==> src/rtl/alu_serial_seq_if.sv <==
// Operation request/response and 1-bit ALU slice signals of the bit-serial sequencer.
// The master is the requester and slice owner; the slave is alu_serial_seq.
interface alu_serial_seq_if #(
  parameter int WIDTH = 32
);
  logic             start_i;
  logic [3:0]       ctrl_i;
  logic [WIDTH-1:0] src1_i;
  logic [WIDTH-1:0] src2_i;
  logic             busy_o;
  logic             done_o;
  logic [WIDTH-1:0] result_o;
  logic             zero_o;
  logic             cout_o;
  logic             overflow_o;
  logic             sl_src1_o;
  logic             sl_src2_o;
  logic             sl_less_o;
  logic             sl_ainv_o;
  logic             sl_binv_o;
  logic             sl_cin_o;
  logic [1:0]       sl_op_o;
  logic             sl_result_i;
  logic             sl_cout_i;

  modport master (
    output start_i, ctrl_i, src1_i, src2_i,
    input  busy_o, done_o, result_o, zero_o, cout_o, overflow_o,
    input  sl_src1_o, sl_src2_o, sl_less_o, sl_ainv_o, sl_binv_o, sl_cin_o, sl_op_o,
    output sl_result_i, sl_cout_i
  );

  modport slave (
    input  start_i, ctrl_i, src1_i, src2_i,
    output busy_o, done_o, result_o, zero_o, cout_o, overflow_o,
    output sl_src1_o, sl_src2_o, sl_less_o, sl_ainv_o, sl_binv_o, sl_cin_o, sl_op_o,
    input  sl_result_i, sl_cout_i
  );
endinterface

==> src/rtl/alu_serial_seq.sv <==
// Bit-serial sequencer: drives a single 1-bit ALU slice LSB first and assembles
// the WIDTH-bit result and flags; SLT takes a second pass to place the less bit.
module alu_serial_seq #(
  parameter int WIDTH = 32
) (
  input logic           clk_i,
  input logic           rst_i,
  alu_serial_seq_if.slave bus
);
  localparam int IW = (WIDTH > 1) ? $clog2(WIDTH) : 1;

  typedef enum logic [1:0] {IDLE, RUN, SLT2, DONE} state_t;

  // {valid, ainv, binv, op[1:0], initial cin}
  function automatic logic [5:0] decode(input logic [3:0] c);
    case (c)
      4'b0000: decode = 6'b1_0_0_00_0;
      4'b0001: decode = 6'b1_0_0_01_0;
      4'b0010: decode = 6'b1_0_0_10_0;
      4'b0110: decode = 6'b1_0_1_10_1;
      4'b0111: decode = 6'b1_0_1_10_1;
      4'b1100: decode = 6'b1_1_1_00_0;
      4'b1101: decode = 6'b1_1_1_01_0;
      default: decode = 6'b0_0_0_00_0;
    endcase
  endfunction

  state_t           state, state_nx;
  logic [WIDTH-1:0] a_q, b_q, result_q;
  logic [3:0]       ctrl_q;
  logic [IW-1:0]    idx;
  logic             carry, set_q, cout_q, ovf_q;
  logic [5:0]       dec_in, dec_q;
  logic             last, is_slt, is_arith;

  assign dec_in   = decode(bus.ctrl_i);
  assign dec_q    = decode(ctrl_q);
  assign last     = (idx == IW'(WIDTH - 1));
  assign is_slt   = (ctrl_q == 4'b0111);
  assign is_arith = (ctrl_q == 4'b0010) || (ctrl_q == 4'b0110);

  always_ff @(posedge clk_i) begin
    if (rst_i) state <= IDLE;
    else       state <= state_nx;
  end

  always_comb begin
    state_nx      = state;
    bus.sl_src1_o = 1'b0;
    bus.sl_src2_o = 1'b0;
    bus.sl_less_o = 1'b0;
    bus.sl_ainv_o = 1'b0;
    bus.sl_binv_o = 1'b0;
    bus.sl_cin_o  = 1'b0;
    bus.sl_op_o   = 2'b00;
    case (state)
      IDLE: if (bus.start_i) state_nx = dec_in[5] ? RUN : DONE;
      RUN: begin
        bus.sl_src1_o = a_q[idx];
        bus.sl_src2_o = b_q[idx];
        bus.sl_cin_o  = carry;
        bus.sl_ainv_o = dec_q[4];
        bus.sl_binv_o = dec_q[3];
        bus.sl_op_o   = dec_q[2:1];
        if (last) state_nx = is_slt ? SLT2 : DONE;
      end
      SLT2: begin
        bus.sl_src1_o = a_q[idx];
        bus.sl_src2_o = b_q[idx];
        bus.sl_cin_o  = carry;
        bus.sl_op_o   = 2'b11;
        bus.sl_less_o = (idx == '0) ? set_q : 1'b0;
        if (last) state_nx = DONE;
      end
      DONE:    state_nx = IDLE;
      default: state_nx = IDLE;
    endcase
  end

  always_ff @(posedge clk_i) begin
    if (rst_i) begin
      a_q      <= '0;
      b_q      <= '0;
      ctrl_q   <= '0;
      idx      <= '0;
      carry    <= 1'b0;
      set_q    <= 1'b0;
      result_q <= '0;
      cout_q   <= 1'b0;
      ovf_q    <= 1'b0;
    end else begin
      case (state)
        IDLE: if (bus.start_i) begin
          a_q      <= bus.src1_i;
          b_q      <= bus.src2_i;
          ctrl_q   <= bus.ctrl_i;
          idx      <= '0;
          carry    <= dec_in[0];
          set_q    <= 1'b0;
          result_q <= '0;
          cout_q   <= 1'b0;
          ovf_q    <= 1'b0;
        end
        RUN: begin
          result_q[idx] <= bus.sl_result_i;
          carry         <= bus.sl_cout_i;
          idx           <= idx + 1'b1;
          if (last) begin
            // carry still holds the carry into the MSB here
            cout_q <= (is_arith || is_slt) ? bus.sl_cout_i : 1'b0;
            ovf_q  <= is_arith ? (carry ^ bus.sl_cout_i) : 1'b0;
            set_q  <= bus.sl_result_i ^ carry ^ bus.sl_cout_i;
            idx    <= '0;
          end
        end
        SLT2: begin
          result_q[idx] <= bus.sl_result_i;
          carry         <= bus.sl_cout_i;
          idx           <= idx + 1'b1;
        end
        default: ;
      endcase
    end
  end

  assign bus.busy_o     = (state == RUN) || (state == SLT2);
  assign bus.done_o     = (state == DONE);
  assign bus.result_o   = result_q;
  assign bus.zero_o     = (result_q == '0);
  assign bus.cout_o     = cout_q;
  assign bus.overflow_o = ovf_q;
endmodule

==> src/flat_wrapper.sv <==
// flat-port wrapper written by rule: the top's interface ports become plain ports
module alu_serial_seq_flat 
#(
  parameter int WIDTH = 32
)
  (clk_i, rst_i, bus_start_i, bus_ctrl_i, bus_src1_i, bus_src2_i, bus_busy_o, bus_done_o, bus_result_o, bus_zero_o, bus_cout_o, bus_overflow_o, bus_sl_src1_o, bus_sl_src2_o, bus_sl_less_o, bus_sl_ainv_o, bus_sl_binv_o, bus_sl_cin_o, bus_sl_op_o, bus_sl_result_i, bus_sl_cout_i);
  alu_serial_seq_if #(.WIDTH(WIDTH)) bus_i ();
  input logic clk_i;
  input logic rst_i;
  input wire logic [$bits(bus_i.start_i)-1:0] bus_start_i;
  input wire logic [$bits(bus_i.ctrl_i)-1:0] bus_ctrl_i;
  input wire logic [$bits(bus_i.src1_i)-1:0] bus_src1_i;
  input wire logic [$bits(bus_i.src2_i)-1:0] bus_src2_i;
  output wire logic [$bits(bus_i.busy_o)-1:0] bus_busy_o;
  output wire logic [$bits(bus_i.done_o)-1:0] bus_done_o;
  output wire logic [$bits(bus_i.result_o)-1:0] bus_result_o;
  output wire logic [$bits(bus_i.zero_o)-1:0] bus_zero_o;
  output wire logic [$bits(bus_i.cout_o)-1:0] bus_cout_o;
  output wire logic [$bits(bus_i.overflow_o)-1:0] bus_overflow_o;
  output wire logic [$bits(bus_i.sl_src1_o)-1:0] bus_sl_src1_o;
  output wire logic [$bits(bus_i.sl_src2_o)-1:0] bus_sl_src2_o;
  output wire logic [$bits(bus_i.sl_less_o)-1:0] bus_sl_less_o;
  output wire logic [$bits(bus_i.sl_ainv_o)-1:0] bus_sl_ainv_o;
  output wire logic [$bits(bus_i.sl_binv_o)-1:0] bus_sl_binv_o;
  output wire logic [$bits(bus_i.sl_cin_o)-1:0] bus_sl_cin_o;
  output wire logic [$bits(bus_i.sl_op_o)-1:0] bus_sl_op_o;
  input wire logic [$bits(bus_i.sl_result_i)-1:0] bus_sl_result_i;
  input wire logic [$bits(bus_i.sl_cout_i)-1:0] bus_sl_cout_i;
  assign bus_i.start_i = bus_start_i;
  assign bus_i.ctrl_i = bus_ctrl_i;
  assign bus_i.src1_i = bus_src1_i;
  assign bus_i.src2_i = bus_src2_i;
  assign bus_busy_o = bus_i.busy_o;
  assign bus_done_o = bus_i.done_o;
  assign bus_result_o = bus_i.result_o;
  assign bus_zero_o = bus_i.zero_o;
  assign bus_cout_o = bus_i.cout_o;
  assign bus_overflow_o = bus_i.overflow_o;
  assign bus_sl_src1_o = bus_i.sl_src1_o;
  assign bus_sl_src2_o = bus_i.sl_src2_o;
  assign bus_sl_less_o = bus_i.sl_less_o;
  assign bus_sl_ainv_o = bus_i.sl_ainv_o;
  assign bus_sl_binv_o = bus_i.sl_binv_o;
  assign bus_sl_cin_o = bus_i.sl_cin_o;
  assign bus_sl_op_o = bus_i.sl_op_o;
  assign bus_i.sl_result_i = bus_sl_result_i;
  assign bus_i.sl_cout_i = bus_sl_cout_i;
  alu_serial_seq #(.WIDTH(WIDTH)) u_core (.clk_i(clk_i), .rst_i(rst_i), .bus(bus_i));
endmodule
==> config.mk <==
export PLATFORM = sky130hd
export DESIGN_NAME = alu_serial_seq_flat
export DESIGN_NICKNAME = d
export VERILOG_FILES = /design/src/rtl/alu_serial_seq_if.sv /design/src/rtl/alu_serial_seq.sv /design/src/flat_wrapper.sv
export SDC_FILE = /design/constraint.sdc
export NUM_CORES = 1
export LEC_CHECK = 0
export CAP_MARGIN = 15
export CORE_ASPECT_RATIO = 0.6
export CORE_UTILIZATION = 51
export DETAILED_ROUTE_END_ITERATION = 8
export GPL_ROUTABILITY_DRIVEN = 0
export PLACE_DENSITY = 0.84
export SLEW_MARGIN = 10
export SYNTH_ARGS = -nofsm -noshare
export SYNTH_HDL_FRONTEND = slang
export SYNTH_SLANG_ARGS = --single-unit
==> constraint.sdc <==
create_clock -name clk_i -period 2.65 [get_ports clk_i]
set_input_delay 0.795 -clock clk_i [delete_from_list [all_inputs] [get_ports clk_i]]
set_output_delay 0.795 -clock clk_i [all_outputs]
set_load 0.05 [all_outputs]
==> results.md <==
- Yosys cell types: 43
- Relative slew slack: 0.527
- Post-Place Worst Slack: -0.0300 ns
- Max Fclk: 342 MHz
- DR vias/cell: approximately 5.8
- Hold_buf cts: 0
- Most frequent cells after synthesis: nand2_1 (173), a21oi_1 (136), dfxtp_1 (111), clkbuf_1 (38), o21ai_0 (38)
- Die Y: 80.4 um
- Hpwl dp: between 10000 and 15000 um
- Vias: roughly 5300
- Type of origin of the critical path: flop
- Total wire length: 15300 um
- First-pass GRT wire length: between 20000 and 25000 um
- Remaining DRCs: 0
- Clock transition at the registers of the reported paths: 0.08 ns
- RSZ-0062 raised after global routing: yes
- IO Port Bufs: approximately 120
- Main flop type after synthesis: dfxtp_1
- Post-DRT Antenna Nets: 0
- Slew Viols, Final: 0
- Post-synth EDFFs: 0
- Synth Net Count: approximately 750
- Layout Nets: ~850
- Ant. Diodes: 0
- Kind of critical path: reg -> out
- Final Worst Setup Slack: -0.271 ns
- Final Hold Viols: 0
- Global route overflow: 0
- Share of the synthesized area in the top cell type: 0.426
- Cell Area, Synth: approximately 0.0052 mm^2
- Tcrit/Tclk final: 1.10
- FF+latch count, synth: between 100 and 150
- Count leader, synth: nand2_1
- Largest net degree at the start of global routing: slightly below 70
- CTS root buffer: clkbuf_16
- Util after Layout: 0.712
- Area grow syn2layout: 35.3%
- Synthesized instance count: about 670
- Clk_lat worst skew: between 0.3 and 0.4 ns
- Count of final setup violators: 3
- Initial antenna violation count: 0
- Sequential fraction of the synthesis area: 0.426
- Peak supply drop: roughly 0.72 mV
- Hold Crit Class: reg -> reg
- Core footprint: 0.00991 mm^2
- Row Count: 28
- Fin crit period: around 2.9 ns
- Vias in the first global route: slightly below 5000
- Fin cells: approximately 910
- Mean Syn Cell Area: slightly below 8 um^2
- Top post-synthesis cells by area: dfxtp_1 (43%), a21oi_1 (13%), nand2_1 (12%)
- Synth Warn #: 0
- Static Leak: roughly 2.5 nW
- Synth area leader: dfxtp_1
- Initial DRC count: around 520
- CTS buffer count: 9
- Die Wd: between 100 and 150 um
- Die area: around 0.011 mm^2
- Total track usage: 0.293
- Initial core utilization: 0.526
- Status: finished with violations
- CTS max path bufs: 2
- Avg WL per Cell: 16.8 um
- Layout cell share with drive strength beyond 1: 0.116
- FFs w/ async S/R, synth: 0
- Arrival @ worst endpoint: about 2.1 ns
- Failing checks: negative setup slack
- CTS H-Tree Depth: 3
- Clock Skews: 0.00850 ns
- Max-cap violations: 0
- CTS Sinks: around 110
- Drt pass-1 iters: 5
- Cell total after placement: 889
- Pwr Density: a little under 800 mW/mm^2
- Endpoint class of the critical path: primary output
- CTS tree: yes
- Measured slew at the worst slew-check pin: 0.709 ns
- Worst EP required: 1.86 ns
- Worst-path maximum fanout: 5
- Top Ports: about 120
-- critical path, stage by stage, from the launching register on --
cell	delay, ns
dfxtp_4	0.37
buf_12	0.12
mux4_2	0.49
nand3_1	0.10
a21oi_1	0.08
o31ai_2	0.26
buf_4	0.15
o21ai_4	0.05
buf_6	0.15
-- cells by family after synthesis --
kind of cell / synth area share
buf+inv: 0.0554
flops: 0.426
compound gates: 0.196
fa+ha+maj: 0.0216
xor+xnor: 0.00671
simple gates: 0.207
mux: 0.0880
-- per-stage QoR --
step	cell area, um^2	TNS (ns)	total power [mW]	hold WS (ns)
2_1_floorplan	5260	0	3.40	0.432
3_3_place_gp	6670	0	4.01	0.442
3_5_place_dp	6670	-0.0300	4.10	0.447
4_1_cts	7030	-0.537	5.55	0.456
5_1_grt	7060	-0.726	5.89	0.477
6_report	7060	-0.563	5.60	0.456
-- flip-flops by register name (all words and copies together), names as in the netlist --
register / cells
u_core.state: 2
u_core.ctrl_q: 4
u_core.b_q: 32
u_core.set_q: 1
u_core.bus.cout_o: 1
u_core.a_q: 32
u_core.bus.overflow_o: 1
u_core.idx: 5
u_core.carry: 1
u_core.bus.result_o: 32
-- path summary, 6_finish.rpt --
kind / start / endpoint / slack, ns / depth (start not counted)
setup / recovery: u_core.idx[0] / bus_sl_src1_o / -0.27 / 8
hold / removal: u_core.a_q[27] / u_core.a_q[27] / 0.46 / 2
hold reg to reg: u_core.a_q[27] / u_core.a_q[27] / 0.46 / 2
setup reg to reg: u_core.idx[0] / u_core.idx[2] / 0.18 / 13
-- placed cells by master (no fill, tap or decap), drive strengths merged, types with 2 or more instances in the layout --
| master | n |
|---|---|
| a211oi | 2 |
| a21oi | 136 |
| a22oi | 2 |
| a31oi | 4 |
| a32oi | 2 |
| and2 | 6 |
| and3 | 3 |
| buf | 45 |
| clkbuf | 10 |
| clkdlybuf4s50 | 106 |
| clkinvlp | 3 |
| dfxtp | 111 |
| ha | 9 |
| inv | 12 |
| mux2i | 14 |
| mux4 | 13 |
| nand2 | 173 |
| nand2b | 8 |
| nand3 | 9 |
| nand3b | 2 |
| nand4 | 3 |
| nor2 | 26 |
| nor2b | 2 |
| nor3 | 5 |
| nor3b | 3 |
| nor4 | 8 |
| o21a | 2 |
| o21ai | 41 |
| o31ai | 2 |
| xnor2 | 4 |
-- where the power goes --
part / internal, mW / total (mW) / switching, mW
sequential: 1.87 / 2.01 / 0.145
clock: 0.741 / 1.38 / 0.639
combinational: 0.894 / 2.21 / 1.31
total: 3.50 / 5.60 / 2.10
-- layer usage --
layer	global-route usage	up-vias	share of wire
met2	0.448	273	0.44
li1	-	2489	-
met5	0	-	0
met3	0.0758	21	0.095
met4	0.0874	0	0.015
met1	0.406	2501	0.45
-- layout make-up --
cell class	count	area, um^2
inverter	10	37.5
clock buffer	9	225
tap	135	169
multi-input combinational	487	2750
sequential	111	2230
clock inverter	7	78.8
timing repair buffer	152	1570
fill	747	2850
-- timing repair --
action	CTS	global route
buffers inserted	5	0
pin swaps	5	1
setup endpoints to repair	4	9
gates cloned	0	1
gates resized for setup	18	6
No activity file was read; power rests on OpenSTA's default activity.
